### src/rtl/bus_fabric.sv
// CPU-to-peripheral interconnect: base/mask address decode, per-slave wait states,
// write-strobe gating, registered read-data select and a sticky unmapped-access record.
module bus_fabric #(
  parameter int                  NSLV     = 5,
  parameter logic [NSLV*16-1:0]  SLV_BASE = '0,
  parameter logic [NSLV*16-1:0]  SLV_MASK = '0,
  parameter logic [NSLV*4-1:0]   SLV_WS   = '0,
  parameter logic [7:0]          OPEN_BUS = 8'hFF
) (
  input  logic              clk,
  input  logic              rst,
  input  logic [15:0]       addr,
  input  logic [7:0]        dbw,
  input  logic              we,
  output logic [7:0]        dbr,
  output logic              rdy,
  output logic [NSLV-1:0]   sel,
  output logic [NSLV-1:0]   swe,
  input  logic [NSLV*8-1:0] sdbr,
  output logic              err,
  output logic [15:0]       err_addr,
  output logic              err_we,
  input  logic              err_clr,
  output logic              state_dbg
);

  // Handshake: an access completes on every cycle where rdy=1; while rdy=0 the
  // CPU must hold addr/we/dbw stable. swe and the error record act only on completion.

  typedef enum logic {IDLE = 1'b0, WAIT = 1'b1} state_t;

  state_t          state;
  logic [3:0]      cnt;
  logic [NSLV-1:0] cs_q;
  logic [3:0]      ws_sel;

  // Walk from the highest index down so the lowest-index hit wins on overlap.
  always_comb begin
    sel    = '0;
    ws_sel = 4'd0;
    for (int k = NSLV - 1; k >= 0; k--) begin
      if (((addr ^ SLV_BASE[16*k +: 16]) & SLV_MASK[16*k +: 16]) == 16'h0000) begin
        sel    = '0;
        sel[k] = 1'b1;
        ws_sel = SLV_WS[4*k +: 4];
      end
    end
  end

  always_comb begin
    rdy = 1'b0;
    case (state)
      IDLE:    rdy = (ws_sel == 4'd0);
      WAIT:    rdy = (cnt == 4'd0);
      default: rdy = 1'b0;
    endcase
  end

  assign swe       = sel & {NSLV{we & rdy}};
  assign state_dbg = state;

  // Registered select drives the read mux one cycle after completion.
  always_comb begin
    dbr = 8'hFF;
    for (int k = 0; k < NSLV; k++) begin
      if (cs_q[k]) dbr = dbr & sdbr[8*k +: 8];
    end
    if (cs_q == '0) dbr = OPEN_BUS;
  end

  always_ff @(posedge clk) begin
    if (rst) begin
      state    <= IDLE;
      cnt      <= 4'd0;
      cs_q     <= '0;
      err      <= 1'b0;
      err_addr <= 16'h0000;
      err_we   <= 1'b0;
    end else begin
      case (state)
        IDLE: begin
          if (ws_sel != 4'd0) begin
            state <= WAIT;
            cnt   <= ws_sel - 4'd1;
          end
        end
        WAIT: begin
          if (cnt != 4'd0) cnt <= cnt - 4'd1;
          else             state <= IDLE;
        end
        default: state <= IDLE;
      endcase

      if (rdy) cs_q <= sel;

      // A new unmapped access takes priority over a coincident clear.
      if (rdy && (sel == '0)) begin
        err      <= 1'b1;
        err_addr <= addr;
        err_we   <= we;
      end else if (err_clr) begin
        err <= 1'b0;
      end
    end
  end

endmodule
### config.mk
export PLATFORM = sky130hd
export DESIGN_NAME = bus_fabric
export DESIGN_NICKNAME = d
export VERILOG_FILES = /design/src/rtl/bus_fabric.sv
export SDC_FILE = /design/constraint.sdc
export NUM_CORES = 1
export LEC_CHECK = 0
export CORE_ASPECT_RATIO = 0.8
export CORE_UTILIZATION = 20
export DETAILED_ROUTE_END_ITERATION = 8
export PLACE_DENSITY = 0.94
export SLEW_MARGIN = 20
export SYNTH_ARGS = -nofsm -noshare
export SYNTH_HDL_FRONTEND = slang
export SYNTH_SLANG_ARGS = --single-unit
### constraint.sdc
create_clock -name clk -period 3.2 [get_ports clk]
set_input_delay 0.64 -clock clk [delete_from_list [all_inputs] [get_ports clk]]
set_output_delay 0.64 -clock clk [all_outputs]
set_load 0.01 [all_outputs]
# Word-level counts from Yosys, hierarchy flattened
# Cells that the tools add are included.
dict set report word_totals {
  ff_bits 6
  wordCells 18
  out_inout_bits 38
}
dict set report op_classes {
  addsub 1
  n_bitwise 2
  reduce_logical 4
  n_mux 7
  eq_ne 1
}
# operator n
set op_table {}
lappend op_table {{2-to-1 mux 8 bit} 2}
lappend op_table {{2-to-1 mux 4 bit} 2}
lappend op_table {{logical NOT 5 bit} 1}
lappend op_table {{logical NOT 4 bit} 1}
lappend op_table {{case mux 1 bit (2 select lines)} 2}
lappend op_table {{nonzero test 4 bit} 1}
lappend op_table {{subtractor 4 x 1 -> 4 bit (second input constant)} 1}
lappend op_table {{inequality test 2 x 1 -> 1 bit (second input constant)} 1}
lappend op_table {{AND reduction 2 bit} 1}
lappend op_table {{AND 1 bit} 1}
lappend op_table {{2-to-1 mux 1 bit} 1}
lappend op_table {{NOT 1 bit} 1}

# Longest topological paths before layout
# Gate-level depths: netlist of the first run.
dict set report depth {
  ltp_word 3
  mapped_depth 6
  mapped_depth_nobuf 6
}

# Least setup slack after synthesis of the first run
# Ideal clock, no wire load.
dict set report synth_timing {
  path_type {register to output}
  from {register cnt[0]}
  to {output swe[0]}
  arrival_ps 1345
  stages_incl_launch_ff 7
  required_ps 2560
  path_slack_ps 1215
  n_path_buf 0
  path_cell_list {dfxtp_1 -> inv_1 -> ha_1 -> or3b_4 -> and2_4 -> inv_2 -> and2_1}
}
dict set report synth_between {
  elab_chain_len 3
}
# element line
set synth_rtl {}
lappend synth_rtl {{start: declaration} 33} ;# logic [3:0] cnt;
lappend synth_rtl {{start signal: assignment} 84} ;# cnt <= ws_sel - 4'd1;
lappend synth_rtl {{start signal: assignment} 88} ;# if (cnt != 4'd0) cnt <= cnt - 4'd1;
lappend synth_rtl {{logical NOT 4 bit} 54} ;# WAIT: rdy = (cnt == 4'd0);
lappend synth_rtl {{case mux 1 bit (2 select lines)} 52} ;# case (state)
lappend synth_rtl {{via rdy} 16} ;# output logic rdy,
lappend synth_rtl {{AND 1 bit} 59} ;# assign swe = sel & {NSLV{we & rdy}};
lappend synth_rtl {{end: declaration} 18} ;# output logic [NSLV-1:0] swe,
# The timed path passes the listed nets, and every way through them passes these cells.

# Final worst setup path of the first run
dict set report layout_timing {
  from {register cnt[0]}
  to {output swe[0]}
}
dict set report layout_between {
  elab_chain_len 3
}
# element line
set layout_rtl {}
lappend layout_rtl {{logical NOT 4 bit} 54}
lappend layout_rtl {{case mux 1 bit (2 select lines)} 52}
lappend layout_rtl {{AND 1 bit} 59}
# No other way between the ends.

==> results of run 1 <==
==> worst max-delay path, cell delays in order (launching register included) <==
cell and delay, ns:
dfxtp_1 0.33, inv_1 0.06, ha_1 0.20, or3b_4 0.40
and2_4 0.19, inv_2 0.06, and2_1 0.11, clkdlybuf4s50_1 0.53
==> power by group through the flow <==
stage,logic [mW],registers (mW),clock network [mW]
4_1_cts,0.0469,0.0772,0.0772
3_3_place_gp,0.0465,0.0787,0
6_report,0.0471,0.0771,0.0738
5_1_grt,0.0523,0.0772,0.0856
2_1_floorplan,0.0466,0.0782,0
3_5_place_dp,0.0468,0.0787,0
==> Yosys cell counts, types with 2 or more instances <==
| master | n | area (µm²) |
|---|---|---|
| buf_4 | 27 | 203 |
| nand2_1 | 2 | 7.51 |
| conb_1 | 2 | 7.51 |
| dfxtp_1 | 6 | 120 |
| nand2b_1 | 9 | 56.3 |
| nor2_1 | 4 | 15.0 |
| a21oi_1 | 3 | 15.0 |
| inv_1 | 3 | 11.3 |
==> area by class of cell <==
type,count,share of cell area
multi-input combinational,55,0.408
timing repair buffer,21,0.302
sequential,6,0.172
tap,36,0.0646
clock buffer,3,0.0323
inverter,4,0.0215
==> layout by cell type (no fill, tap or decap), types with 2 or more instances in the layout <==
cell type and n:
conb_1 27, clkdlybuf4s50_1 21, nand2b_1 9, dfxtp_1 6, nor2_1 4, inv_1 3, a21oi_1 3, clkbuf_4 3
nand2_1 2
==> sequential cells by signal, summed over array words and instances, names as in the netlist <==
name       cells
cnt            4
state_dbg      1
cs_q           1
==> stage by stage <==
step / hold WS, ns / worst slack, ns
after floorplan: 0.451 / 1.21
after global placement: 0.476 / 0.714
after detailed placement: 0.485 / 0.696
after CTS: 0.492 / 0.410
after global routing: 0.525 / 0.312
final: 0.488 / 0.424
==> final timing paths <==
path	startpoint	endpoint	slack (ns)	cells past startpoint
setup / recovery	cnt[0]$_SDFFE_PP0P_	swe[0]	0.42	7
hold / removal	cnt[2]$_SDFFE_PP0P_	cnt[2]$_SDFFE_PP0P_	0.49	2
setup reg to reg	cnt[0]$_SDFFE_PP0P_	cnt[1]$_SDFFE_PP0P_	1.74	5
hold reg to reg	cnt[2]$_SDFFE_PP0P_	cnt[2]$_SDFFE_PP0P_	0.49	2
==> routing by layer <==
metal,up-vias,wire length [µm],track usage
li1,200,-,-
met1,178,371,0.0761
met2,17,527,0.101
met4,0,14,0.0429
met3,2,59,0.0486
met5,-,0,0
==> logic make-up (layout without fill, tap and decap cells) <==
kind of cell | after synthesis | after routing
mux | 1 | 1
compound gates | 5 | 5
buf+inv | 31 | 28
fa+ha+maj | 1 | 1
simple gates | 21 | 21
flops | 6 | 6
other cells | 2 | 27
==> impl_metrics.yaml, run 1 <==
sta:
  setup_tns_ns: 0
  setup_violations: 0
  maxSlewViolCount: 0
  hold_viol_final: 0
  fmax_mhz: 360
  finalClockSkew_ns: 0.00352
  rsz0062_at_grt: "false"
  fin_crit_ns: 2.78
  post-route-period-util: 0.868
logic_synthesis:
  syn_inst: 67
  synth_enable_flop_cells: 0
  synth_area_um2: 528
  synth_xor_area_frac: 0
  synthDistinctLibCells: 19
  yosys_warnings: 0
  syn_avg_cell_area_um2: 7.88
  synthSimpleGateAreaFrac: 0.242
  synth_top_family_by_area: "buffers and inverters"
  synthMuxAreaShare: 0.0190
  yosysSeqAreaShare: 0.227
  synth-compound-area-share: 0.0616
  ys_ff_latch: 6
  synth_fa_ha_area_frac: 0.0237
  synthArstFlopShare: 0
  yosys_most_used_dff: "dfxtp_1"
routing:
  routed_wl_um: 973
  drc: 0
  initialDrtViolationCount: 10
  drtAntennaViolNets: 0
  routedWlPerCell_um: 7.78
  drtPass1Iterations: 3
  dr_total_vias: 397
  vias_per_cell: 3.18
power:
  swShare: 0.285
  total_power_uw: 198
  switchingPower_uw: 56.3
  powerDensity_nw_per_um2: 284
  pwr-share-comb: 0.238
  pwr-share-clk: 0.372
  seq_power_share: 0.390
  p_leak_nw: 0.299
  peakVddDrop_mv: 0.0828
  cellInternalPower_uw: 142
grt:
  grt_pass1_vias: 276
  antenna_found_initial: 0
  grt_max_degree: 10
  grt-ovfl-total: 0
  track_usage: 0.0701
  grt_pass1_wl_um: 1320
floorplanning:
  die_w_um: 59.4
  rows: 16
  initial_core_util: 0.213
  ios: 106
  core-area_um2: 2480
  die_area_um2: 2850
  die_y_um: 48.0
cts:
  cts_resized: 0
  cts.path.max_buffers: 2
  cts_setup_buffers: 0
  cts-buffers-inserted: 3
  root_buffer: "clkbuf_4"
  clock-sinks: 6
  cts_hold_buf: 0
  clk_latency_ns: 0.25
  clk_pin_slew_ns: 0.05
  cts_tree: "done"
  htree_levels: 1
worst_setup_path:
  cp.arrival_ns: 2.14
  crit_type: "reg -> out"
  cp-end-kind: "primary output"
  cp-start-kind: "flop"
  cp_max_fo: 4
  critPathRequiredTime_ns: 2.56
status:
  status: "completed"
min_path:
  hold_path.class: "reg -> reg"
placement:
  gp_congestion: 0.679
  io_buffers: 21
  dp.cells: 122
  placed_area_um2: 674
  dp_hpwl_um: 791
finish:
  utilization: 0.281
  antennaDiodeCount: 0
  num-nets-final: 160
  ff_latch_area_um2: 120
  drive_gt1_frac: 0.0787
  areaGrowthSynthToFinish_pct: 32.0
  fin_cells: 125
  fill_cells: 284
  final_area_um2: 697
  multi_input_area_um2: 284
flow_run:
  drv_cap: 0
No activity file was read; power rests on OpenSTA's default activity.
==> run 2: changes to the inputs <==
--- a/config.mk
+++ b/config.mk
@@ -8,8 +8,8 @@
 export CORE_ASPECT_RATIO = 0.8
 export CORE_UTILIZATION = 20
 export DETAILED_ROUTE_END_ITERATION = 8
-export PLACE_DENSITY = 0.94
-export SLEW_MARGIN = 20
+export PLACE_DENSITY = 0.91
+export SLEW_MARGIN = 0
 export SYNTH_ARGS = -nofsm -noshare
 export SYNTH_HDL_FRONTEND = slang
 export SYNTH_SLANG_ARGS = --single-unit
==> impl_metrics.yaml, run 2 (synthesized netlist as in run 1, its figures left out) <==
floorplanning:
  initial_core_util: 0.213
  core-area_um2: 2480
  die_w_um: 59.4
  die_area_um2: 2850
  rows: 16
  die_y_um: 48.0
  ios: 106
sta:
  fin_crit_ns: 2.77
  setup_tns_ns: 0
  finalClockSkew_ns: 0.00238
  fmax_mhz: 361
  rsz0062_at_grt: "false"
  holdWs_ns: 0.488
  maxSlewViolCount: 0
  setup_violations: 0
  post-route-period-util: 0.867
  hold_viol_final: 0
grt:
  antenna_found_initial: 0
  grt_max_degree: 10
  grt-ovfl-total: 0
  grt_pass1_vias: 342
  track_usage: 0.0801
  grt_pass1_wl_um: 1570
cts:
  clk_latency_ns: 0.25
  root_buffer: "clkbuf_4"
  cts-buffers-inserted: 3
  cts.path.max_buffers: 2
  clk_pin_slew_ns: 0.05
  clock-sinks: 6
  cts_resized: 0
  cts_setup_buffers: 0
  htree_levels: 1
  cts_hold_buf: 0
  cts_tree: "done"
worst_setup_path:
  cp-end-kind: "primary output"
  crit_family: "simple AND/OR/NAND/NOR gates"
  critPathRequiredTime_ns: 2.56
  critPathBufInv: 3
  cp_cell_sequence: "inv_1 -> ha_1 -> or3b_4 -> and2_4 -> inv_2 -> and2_1 -> clkdlybuf4s50_1"
  cp-start-kind: "flop"
  slowest_stage: "clkdlybuf4s50_1"
  cp_max_fo: 4
  cp.arrival_ns: 2.13
  slowest_delay_ns: 0.53
  crit_type: "reg -> out"
finish:
  num-nets-final: 160
  fin_cells: 125
  antennaDiodeCount: 0
  drive_gt1_frac: 0.0787
  final_common_cell: "conb_1"
  top_register: "cnt"
  areaGrowthSynthToFinish_pct: 32.0
  layout_common_cells: "conb_1 (27), clkdlybuf4s50_1 (21), nand2b_1 (9)"
  largest_reg_flops: 4
  utilization: 0.281
placement:
  gp_congestion: 0.664
  dp.cells: 122
  dp_hpwl_um: 815
  io_buffers: 21
power:
  seq_power_share: 0.396
  p_leak_nw: 0.299
  swShare: 0.275
  peakVddDrop_mv: 0.0590
  cellInternalPower_uw: 142
  powerDensity_nw_per_um2: 280
  switchingPower_uw: 53.8
  pwr-share-comb: 0.241
  pwr-share-clk: 0.364
flow_run:
  drv_cap: 0
routing:
  routed_wl_um: 1010
  initialDrtViolationCount: 14
  dr_total_vias: 402
  vias_per_cell: 3.22
  routedWlPerCell_um: 8.10
  drc: 0
  drtPass1Iterations: 2
  drtAntennaViolNets: 0
min_path:
  hold_path.class: "reg -> reg"
status:
  status: "completed"
==> run 2: metal layers <==
layer / wire (µm) / GRT usage / up-vias
li1: - / - / 201
met1: 401 / 0.0810 / 181
met2: 561 / 0.139 / 18
met3: 31 / 0.0189 / 2
met4: 18 / 0.0810 / 0
met5: 0 / 0 / -
==> run 2: per-stage QoR <==
step	setup slack, ns	instance area (µm²)	total power [mW]
floorplan	1.21	622	0.125
global placement	0.703	674	0.125
detailed placement	0.672	674	0.125
CTS	0.398	697	0.199
global route	0.283	697	0.208
finish	0.426	697	0.195
==> run 2: power groups by stage <==
stage	registers, mW	clock network (mW)	logic, mW
after floorplan	0.0782	0	0.0466
after global placement	0.0786	0	0.0463
after detailed placement	0.0786	0	0.0465
after CTS	0.0772	0.0748	0.0466
after global routing	0.0773	0.0781	0.0521
final	0.0773	0.0710	0.0470
==> run 2: final timing paths <==
kind / cells after the start / end / startpoint / slack (ns)
max: 7 / swe[0] / cnt[0]$_SDFFE_PP0P_ / 0.43
min: 2 / cnt[2]$_SDFFE_PP0P_ / cnt[2]$_SDFFE_PP0P_ / 0.49
max reg2reg: 5 / cnt[1]$_SDFFE_PP0P_ / cnt[0]$_SDFFE_PP0P_ / 1.75
min reg2reg: 2 / cnt[2]$_SDFFE_PP0P_ / cnt[2]$_SDFFE_PP0P_ / 0.49
==> run 2: cell type report <==
| type | instances | area, µm² |
|---|---|---|
| inverter | 4 | 15.0 |
| fill | 275 | 1790 |
| clock buffer | 3 | 22.5 |
| sequential | 6 | 120 |
| multi-input combinational | 55 | 284 |
| tap | 36 | 45.0 |
| timing repair buffer | 21 | 210 |
==> run 2: worst reg2reg max path, delay by kind of cell (launching register included) <==
family,cells,cell delay [ns]
buffers and inverters,1,0.06
AOI/OAI and AO/OA,1,0.19
and+or+nand+nor,2,0.60
adders and majority gates,1,0.19
DFF,1,0.33
